===== config.mk =====
export PLATFORM = sky130hd
export DESIGN_NAME = dac_channel_pipeline_flat
export DESIGN_NICKNAME = d
export VERILOG_FILES = /design/src/rtl/dac_channel_pipeline_if.sv /design/src/rtl/dac_channel_pipeline.sv /design/src/flat_wrapper.sv
export SDC_FILE = /design/constraint.sdc
export NUM_CORES = 2
export LEC_CHECK = 0
export ABC_AREA = 1
export BUFFER_PORTS_ARGS = -buffer_cell sky130_fd_sc_hd__buf_2
export CAP_MARGIN = 30
export CORE_MARGIN = 8
export CORE_UTILIZATION = 40
export CTS_CLUSTER_SIZE = 12
export DETAILED_ROUTE_END_ITERATION = 16
export HOLD_SLACK_MARGIN = 0.08
export PLACE_DENSITY_LB_ADDON = 0.08
export SLEW_MARGIN = 20
export SYNTH_ARGS = -nofsm -noshare
export SYNTH_HDL_FRONTEND = slang
export SYNTH_SLANG_ARGS = --single-unit
export TNS_END_PERCENT = 1

===== constraint.sdc =====
create_clock -name dataclk -period 20.6 [get_ports dataclk]
set_input_delay 4.12 -clock dataclk [delete_from_list [all_inputs] [get_ports dataclk]]
set_output_delay 4.12 -clock dataclk [all_outputs]
set_load 0.02 [all_outputs]

===== src/rtl/dac_channel_pipeline_if.sv =====
// Sample input strobe and AD5662 SPI lines for one DAC channel.
// The sample source is the master; the channel pipeline is the slave.
interface dac_channel_pipeline_if #(
  parameter int DATA_W = 16
);
  logic              sample_valid;
  logic [DATA_W-1:0] sample_in;
  logic              SYNC;
  logic              SCLK;
  logic              DIN;

  modport master (output sample_valid, output sample_in, input SYNC, input SCLK, input DIN);
  modport slave  (input sample_valid, input sample_in, output SYNC, output SCLK, output DIN);
endinterface


===== src/rtl/dac_channel_pipeline.sv =====
// Per-channel DAC output path: reference subtraction, one-pole LPF/HPF, dead band, gain,
// hysteretic threshold with refractory event, and a self-timed AD5662 SPI serializer.
module dac_channel_pipeline #(
  parameter int DATA_W     = 16,
  parameter int COEF_W     = 16,
  parameter int SCLK_DIV   = 2,
  parameter int SYNC_GAP   = 4,
  parameter int SPI_CTRL_W = 8
) (
  input  logic                  dataclk,
  input  logic                  reset,
  dac_channel_pipeline_if.slave bus,
  input  logic                  ref_en,
  input  logic [DATA_W-1:0]     software_reference,
  input  logic                  filter_en,
  input  logic                  filter_type,
  input  logic [COEF_W-1:0]     filter_coefficient,
  input  logic [6:0]            noise_suppress,
  input  logic [2:0]            gain,
  input  logic                  en,
  input  logic                  use_sequencer,
  input  logic [DATA_W-1:0]     sequencer_in,
  input  logic [DATA_W-1:0]     thrsh,
  input  logic [DATA_W-1:0]     hyst,
  input  logic                  thrsh_pol,
  input  logic [15:0]           refractory,
  output logic                  thrsh_out,
  output logic                  thrsh_event,
  output logic [DATA_W-1:0]     register,
  output logic                  busy,
  output logic                  overrun
);

  localparam int FRAME_W = SPI_CTRL_W + DATA_W;
  localparam int S_W     = DATA_W + COEF_W;
  localparam int D_W     = DATA_W + 2;
  localparam int P_W     = D_W + COEF_W + 1;
  localparam int WIDE    = DATA_W + COEF_W + 8;
  localparam int CNT_MAX = (SCLK_DIV > SYNC_GAP) ? SCLK_DIV : SYNC_GAP;
  localparam int CNT_W   = $clog2(CNT_MAX + 1);
  localparam int BIT_W   = $clog2(FRAME_W);

  localparam logic [DATA_W-1:0]      MID    = {1'b1, {(DATA_W-1){1'b0}}};
  localparam logic signed [WIDE-1:0] SMAX_W = WIDE'((2 ** (DATA_W - 1)) - 1);
  localparam logic signed [WIDE-1:0] SMIN_W = ~SMAX_W;

  typedef enum logic [1:0] {IDLE, SHIFT_HI, SHIFT_LO, GAP} spi_state_t;

  function automatic logic signed [DATA_W-1:0] sat_dw(input logic signed [WIDE-1:0] v);
    if (v > SMAX_W) return SMAX_W[DATA_W-1:0];
    if (v < SMIN_W) return SMIN_W[DATA_W-1:0];
    return v[DATA_W-1:0];
  endfunction

  logic signed [DATA_W-1:0] in_s;
  logic signed [DATA_W-1:0] ref_s;
  logic                     valid1;
  logic signed [DATA_W-1:0] x1;

  assign in_s  = {~bus.sample_in[DATA_W-1], bus.sample_in[DATA_W-2:0]};
  assign ref_s = {~software_reference[DATA_W-1], software_reference[DATA_W-2:0]};

  always_ff @(posedge dataclk) begin
    if (reset) begin
      valid1 <= 1'b0;
      x1     <= '0;
    end else begin
      valid1 <= bus.sample_valid;
      if (bus.sample_valid)
        x1 <= ref_en ? sat_dw(WIDE'(in_s) - WIDE'(ref_s)) : in_s;
    end
  end

  // S carries COEF_W fraction bits below the sample-width integer part; d cannot exceed D_W bits.
  logic signed [S_W-1:0]    s_acc;
  logic signed [DATA_W-1:0] s_hi;
  logic signed [D_W-1:0]    d;
  logic signed [P_W-1:0]    prod;
  logic signed [DATA_W-1:0] filt;
  logic                     valid2;
  logic signed [DATA_W-1:0] y2;

  assign s_hi = s_acc[S_W-1 -: DATA_W];
  assign d    = D_W'(x1) - D_W'(s_hi);
  assign prod = P_W'(d) * P_W'($signed({1'b0, filter_coefficient}));

  always_comb begin
    filt = x1;
    if (filter_en)
      filt = filter_type ? sat_dw(WIDE'(d)) : s_hi;
  end

  always_ff @(posedge dataclk) begin
    if (reset) begin
      valid2 <= 1'b0;
      y2     <= '0;
      s_acc  <= '0;
    end else begin
      valid2 <= valid1;
      if (valid1) begin
        y2 <= filt;
        if (filter_en)
          s_acc <= s_acc + S_W'(prod);
      end
    end
  end

  logic signed [WIDE-1:0]   y_w;
  logic signed [WIDE-1:0]   mag_w;
  logic signed [WIDE-1:0]   red_w;
  logic signed [WIDE-1:0]   vs_w;
  logic signed [WIDE-1:0]   gained_w;
  logic signed [DATA_W-1:0] vs_d;
  logic signed [DATA_W-1:0] scaled;
  logic [DATA_W-1:0]        v_ob;
  logic [DATA_W-1:0]        scaled_ob;
  logic [DATA_W-1:0]        word_new;

  always_comb begin
    y_w   = WIDE'(y2);
    mag_w = y_w[WIDE-1] ? -y_w : y_w;
    red_w = mag_w - $signed(WIDE'({noise_suppress, 4'b0000}));
    if (red_w[WIDE-1])
      red_w = '0;
    vs_w     = y_w[WIDE-1] ? -red_w : red_w;
    gained_w = vs_w <<< gain;
  end

  assign vs_d      = vs_w[DATA_W-1:0];
  assign scaled    = sat_dw(gained_w);
  assign v_ob      = {~vs_d[DATA_W-1], vs_d[DATA_W-2:0]};
  assign scaled_ob = {~scaled[DATA_W-1], scaled[DATA_W-2:0]};
  assign word_new  = use_sequencer ? sequencer_in : (en ? scaled_ob : MID);

  always_ff @(posedge dataclk) begin
    if (reset)
      register <= MID;
    else if (valid2)
      register <= word_new;
  end

  logic [DATA_W:0]   upper_sum;
  logic [DATA_W-1:0] upper;
  logic [DATA_W-1:0] lower;
  logic              assert_cond;
  logic              release_cond;
  logic              fire;
  logic [15:0]       refcnt;

  assign upper_sum    = {1'b0, thrsh} + {1'b0, hyst};
  assign upper        = upper_sum[DATA_W] ? '1 : upper_sum[DATA_W-1:0];
  assign lower        = (thrsh >= hyst) ? (thrsh - hyst) : '0;
  assign assert_cond  = thrsh_pol ? (v_ob >= thrsh) : (v_ob <= thrsh);
  assign release_cond = thrsh_pol ? (v_ob < lower) : (v_ob > upper);
  assign fire         = valid2 && en && !thrsh_out && assert_cond;

  // The refractory counter ticks on input strobes, so back-to-back samples drain it early.
  always_ff @(posedge dataclk) begin
    if (reset) begin
      thrsh_out   <= 1'b0;
      thrsh_event <= 1'b0;
      refcnt      <= '0;
    end else begin
      thrsh_event <= fire && (refcnt == 16'd0);
      if (!en)
        thrsh_out <= 1'b0;
      else if (fire)
        thrsh_out <= 1'b1;
      else if (valid2 && thrsh_out && release_cond)
        thrsh_out <= 1'b0;
      if (fire && (refcnt == 16'd0))
        refcnt <= refractory;
      else if (bus.sample_valid && (refcnt != 16'd0))
        refcnt <= refcnt - 16'd1;
    end
  end

  spi_state_t        state, state_n;
  logic              sync_q, sync_n;
  logic              sclk_q, sclk_n;
  logic              din_q, din_n;
  logic              busy_n;
  logic              overrun_n;
  logic [FRAME_W-1:0] shreg, shreg_n;
  logic [FRAME_W-1:0] frame;
  logic [CNT_W-1:0]  cnt, cnt_n;
  logic [BIT_W-1:0]  bit_cnt, bit_n;
  logic              pend_valid, pend_valid_n;
  logic [DATA_W-1:0] pend_word, pend_word_n;

  assign bus.SYNC = sync_q;
  assign bus.SCLK = sclk_q;
  assign bus.DIN  = din_q;

  always_ff @(posedge dataclk) begin
    if (reset) begin
      state      <= IDLE;
      sync_q     <= 1'b1;
      sclk_q     <= 1'b0;
      din_q      <= 1'b0;
      busy       <= 1'b0;
      overrun    <= 1'b0;
      shreg      <= '0;
      cnt        <= '0;
      bit_cnt    <= '0;
      pend_valid <= 1'b0;
      pend_word  <= '0;
    end else begin
      state      <= state_n;
      sync_q     <= sync_n;
      sclk_q     <= sclk_n;
      din_q      <= din_n;
      busy       <= busy_n;
      overrun    <= overrun_n;
      shreg      <= shreg_n;
      cnt        <= cnt_n;
      bit_cnt    <= bit_n;
      pend_valid <= pend_valid_n;
      pend_word  <= pend_word_n;
    end
  end

  // A fresh word in IDLE beats a stale pending one; DIN changes only as SCLK rises.
  always_comb begin
    state_n      = state;
    sync_n       = sync_q;
    sclk_n       = sclk_q;
    din_n        = din_q;
    busy_n       = busy;
    overrun_n    = 1'b0;
    shreg_n      = shreg;
    cnt_n        = cnt;
    bit_n        = bit_cnt;
    pend_valid_n = pend_valid;
    pend_word_n  = pend_word;
    frame        = {{SPI_CTRL_W{1'b0}}, (valid2 ? word_new : pend_word)};

    if (valid2 && (state != IDLE)) begin
      pend_word_n  = word_new;
      pend_valid_n = 1'b1;
      overrun_n    = pend_valid;
    end

    case (state)
      IDLE: begin
        if (valid2 || pend_valid) begin
          overrun_n    = valid2 && pend_valid;
          pend_valid_n = 1'b0;
          din_n        = frame[FRAME_W-1];
          shreg_n      = frame << 1;
          sync_n       = 1'b0;
          sclk_n       = 1'b1;
          busy_n       = 1'b1;
          cnt_n        = '0;
          bit_n        = '0;
          state_n      = SHIFT_HI;
        end
      end
      SHIFT_HI: begin
        if (cnt == CNT_W'(SCLK_DIV - 1)) begin
          cnt_n   = '0;
          sclk_n  = 1'b0;
          state_n = SHIFT_LO;
        end else begin
          cnt_n = cnt + 1'b1;
        end
      end
      SHIFT_LO: begin
        if (cnt == CNT_W'(SCLK_DIV - 1)) begin
          cnt_n = '0;
          if (bit_cnt == BIT_W'(FRAME_W - 1)) begin
            sync_n  = 1'b1;
            din_n   = 1'b0;
            state_n = GAP;
          end else begin
            bit_n   = bit_cnt + 1'b1;
            din_n   = shreg[FRAME_W-1];
            shreg_n = shreg << 1;
            sclk_n  = 1'b1;
            state_n = SHIFT_HI;
          end
        end else begin
          cnt_n = cnt + 1'b1;
        end
      end
      GAP: begin
        if (cnt == CNT_W'(SYNC_GAP - 1)) begin
          cnt_n   = '0;
          busy_n  = 1'b0;
          state_n = IDLE;
        end else begin
          cnt_n = cnt + 1'b1;
        end
      end
      default: state_n = IDLE;
    endcase
  end

endmodule


===== src/flat_wrapper.sv =====
// flat-port wrapper written by rule: the top's interface ports become plain ports
module dac_channel_pipeline_flat 
#(
  parameter int DATA_W     = 16,
  parameter int COEF_W     = 16,
  parameter int SCLK_DIV   = 2,
  parameter int SYNC_GAP   = 4,
  parameter int SPI_CTRL_W = 8
)
  (dataclk, reset, ref_en, software_reference, filter_en, filter_type, filter_coefficient, noise_suppress, gain, en, use_sequencer, sequencer_in, thrsh, hyst, thrsh_pol, refractory, thrsh_out, thrsh_event, register, busy, overrun, bus_sample_valid, bus_sample_in, bus_SYNC, bus_SCLK, bus_DIN);
  dac_channel_pipeline_if #(.DATA_W(DATA_W)) bus_i ();
  input  logic dataclk;
  input  logic reset;
  input  logic ref_en;
  input  logic [DATA_W-1:0] software_reference;
  input  logic filter_en;
  input  logic filter_type;
  input  logic [COEF_W-1:0] filter_coefficient;
  input  logic [6:0] noise_suppress;
  input  logic [2:0] gain;
  input  logic en;
  input  logic use_sequencer;
  input  logic [DATA_W-1:0] sequencer_in;
  input  logic [DATA_W-1:0] thrsh;
  input  logic [DATA_W-1:0] hyst;
  input  logic thrsh_pol;
  input  logic [15:0] refractory;
  output logic thrsh_out;
  output logic thrsh_event;
  output logic [DATA_W-1:0] register;
  output logic busy;
  output logic overrun;
  input wire logic [$bits(bus_i.sample_valid)-1:0] bus_sample_valid;
  input wire logic [$bits(bus_i.sample_in)-1:0] bus_sample_in;
  output wire logic [$bits(bus_i.SYNC)-1:0] bus_SYNC;
  output wire logic [$bits(bus_i.SCLK)-1:0] bus_SCLK;
  output wire logic [$bits(bus_i.DIN)-1:0] bus_DIN;
  assign bus_i.sample_valid = bus_sample_valid;
  assign bus_i.sample_in = bus_sample_in;
  assign bus_SYNC = bus_i.SYNC;
  assign bus_SCLK = bus_i.SCLK;
  assign bus_DIN = bus_i.DIN;
  dac_channel_pipeline #(.DATA_W(DATA_W), .COEF_W(COEF_W), .SCLK_DIV(SCLK_DIV), .SYNC_GAP(SYNC_GAP), .SPI_CTRL_W(SPI_CTRL_W)) u_core (.dataclk(dataclk), .reset(reset), .bus(bus_i), .ref_en(ref_en), .software_reference(software_reference), .filter_en(filter_en), .filter_type(filter_type), .filter_coefficient(filter_coefficient), .noise_suppress(noise_suppress), .gain(gain), .en(en), .use_sequencer(use_sequencer), .sequencer_in(sequencer_in), .thrsh(thrsh), .hyst(hyst), .thrsh_pol(thrsh_pol), .refractory(refractory), .thrsh_out(thrsh_out), .thrsh_event(thrsh_event), .register(register), .busy(busy), .overrun(overrun));
endmodule

==> impl_metrics.json <==
{
  "yosysUniqueCellTypes": 60,
  "routedWlPerCell_um": 16.4,
  "die_w_um": 261,
  "clk_pin_slew_ns": 0.08,
  "routed_wl_um": 69100,
  "routabilityCongestion": 0.868,
  "syn-instance-count": 3345,
  "clock_path_buffers": 2,
  "synth_nets": 4002,
  "cpMaxStageDelayCell": "o21ai_0",
  "viasPerCell": 5.05,
  "whs_ns": 0.458,
  "hp-class": "reg2reg",
  "cts_tree": "yes",
  "synthFlopType": "dfxtp_1",
  "relSlewSlack": 0.350,
  "ys_warn_count": 0,
  "rsz0062_at_grt": "no",
  "synth_seq_area_share": 0.129,
  "status": "completed",
  "die_h_um": 261,
  "cts_buffers": 17,
  "fin_util": 0.435,
  "synthArstFlopShare": 0,
  "fin_nets": 4071,
  "period_share": 0.534,
  "slew_viol_final": 0,
  "antenna_found_initial": 4,
  "grt_use_total": 0.207,
  "hold_violations": 0,
  "cts_setup_buffers": 0,
  "ys_ff_latch": 155,
  "path_class": "in2reg",
  "num_rows": 90,
  "netlist.area_leader.share": 0.259,
  "cp_top_family": "adder cells",
  "period_minus_slack_ns": 11.00,
  "worst_pin_slew_ns": 0.974,
  "drtPass1Iterations": 5,
  "n_fill_cell": 6245,
  "hold_buffers": 0,
  "avgSynthCellArea_um2": 7.19,
  "cp.required_ns": 20.94,
  "synth_edf_count": 0,
  "start_util": 0.402,
  "core_area_um2": 59900,
  "crit_top_cell": "inv_1",
  "cts_resized": 0,
  "antenna_left": 0,
  "maxCapViolations": 0,
  "areaGrowthSynthToFinish_pct": 8.28,
  "place_inst": 4176,
  "drive_above_1_share": 0.0808,
  "synth_area_leaders": "fa_1 26%, dfxtp_1 13%, ha_1 11%",
  "hpwl_um": 56900,
  "end_kind": "register",
  "clkLatencyLatePin_ns": 0.45,
  "numPortBuffers": 153,
  "numClockSinks": 155,
  "slowest_delay_ns": 0.55,
  "vias": 21272,
  "grt-ovfl-total": 0,
  "synth_area_um2": 24100,
  "boundaryPins": 154,
  "max_freq_mhz": 90.9,
  "critical_path.max_fanout": 10,
  "setup_viol": 0,
  "root_buffer": "clkbuf_16",
  "grt_pass1_vias": 21796,
  "die_area_um2": 68200,
  "synth.largest_area_cell": "fa_1",
  "setup_tns_ns": 0,
  "startpoint_type": "input pin",
  "worst_clock_skew_ns": 0.0197,
  "h-tree-depth": 4,
  "critPathBufInv": 9,
  "cp.arrival_ns": 11.33,
  "grt_pass1_wl_um": 113000,
  "stdcell_count": 4210,
  "drt-initial-drc-count": 1292,
  "route.detailed.drc": 0,
  "grt_max_degree": 81
}
[synthesized netlist by cell type, types with 18 or more instances]
cell type and instances:
a21oi_1 237, clkbuf_1 93, dfxtp_1 155, fa_1 311, ha_1 215, inv_1 667, nand2_1 682, nand3_1 120
nand4_1 19, nor2_1 322, nor3_1 18, o211ai_1 45, o21ai_0 162, or2_2 21, xnor2_1 32, xor2_1 58
[through the flow]
stage                     area, um^2  worst slack, ns
after detailed placement       25400             9.28
after global routing           26000             9.12
after floorplan                24100            10.08
after global placement         25400             9.32
after CTS                      26000             9.74
final                          26100             9.60
[worst min-delay path, stage by stage (launching register included)]
cell	delay, ns
dfxtp_1	0.32
nand2_1	0.06
a21oi_1	0.05
[layer usage]
metal  vias up  track usage  wire length (um)
met2       501        0.337             31500
met4         4       0.0483              1400
met1     10179        0.289             32400
met3        76       0.0310              3790
li1      10512            -                 -
met5         -            0                27
[placed cells by master, fill, tap and decap left out, types with 19 or more instances in the layout]
cell and count:
a21oi_1 237, buf_2 153, dfxtp_1 155, fa_1 311
ha_1 215, inv_1 667, nand2_1 682, nand3_1 120
nand4_1 19, nor2_1 321, o211ai_1 45, o21ai_0 162
or2_2 21, xnor2_1 32, xor2_1 57
[final timing paths]
kind	startpoint	end	slack (ns)	depth (start not counted)
hold / removal	u_core.shreg[19]$_SDFFE_PP0P_	u_core.shreg[20]$_SDFFE_PP0P_	0.46	2
setup / recovery	filter_coefficient[2]	u_core.s_acc[30]$_SDFFE_PP0P_	9.60	31
setup reg to reg	u_core.x1[0]$_SDFFE_PP0P_	u_core.s_acc[31]$_SDFFE_PP0P_	10.04	47
hold reg to reg	u_core.shreg[19]$_SDFFE_PP0P_	u_core.shreg[20]$_SDFFE_PP0P_	0.46	2
[cell type report]
class | count | area (um^2) | area share
Multi-Input combinational cell | 2390 | 17900 | 0.688
Sequential cell | 155 | 3100 | 0.119
Inverter | 686 | 2570 | 0.0988
Tap cell | 782 | 978 | 0.0376
Timing Repair Buffer | 164 | 848 | 0.0326
Clock buffer | 17 | 425 | 0.0163
Clock inverter | 15 | 196 | 0.00754
Antenna cell | 1 | 2.50 | 0.0000961
[flip-flops by register name, summed over array words and instances (netlist names), 5 cells and up]
register and flops:
u_core.register 16, u_core.s_acc 32, u_core.y2 16, u_core.pend_word 16, u_core.shreg 23, u_core.x1 16
u_core.bit_cnt 5, u_core.refcnt 16
[kinds of logic after synthesis]
| group | count (synthesis) | synth area share |
|---|---|---|
| and+or+nand+nor | 1237 | 0.213 |
| DFF | 155 | 0.129 |
| AOI/OAI and AO/OA | 533 | 0.126 |
| adders and majority gates | 526 | 0.371 |
| muxes | 4 | 0.00166 |
| xor gates and xnor gates | 90 | 0.0328 |
| buffers and inverters | 800 | 0.127 |
Power is left out: the tool's default activity adds up to more than one toggle a clock period on the data nets, which glitch-free logic cannot reach.
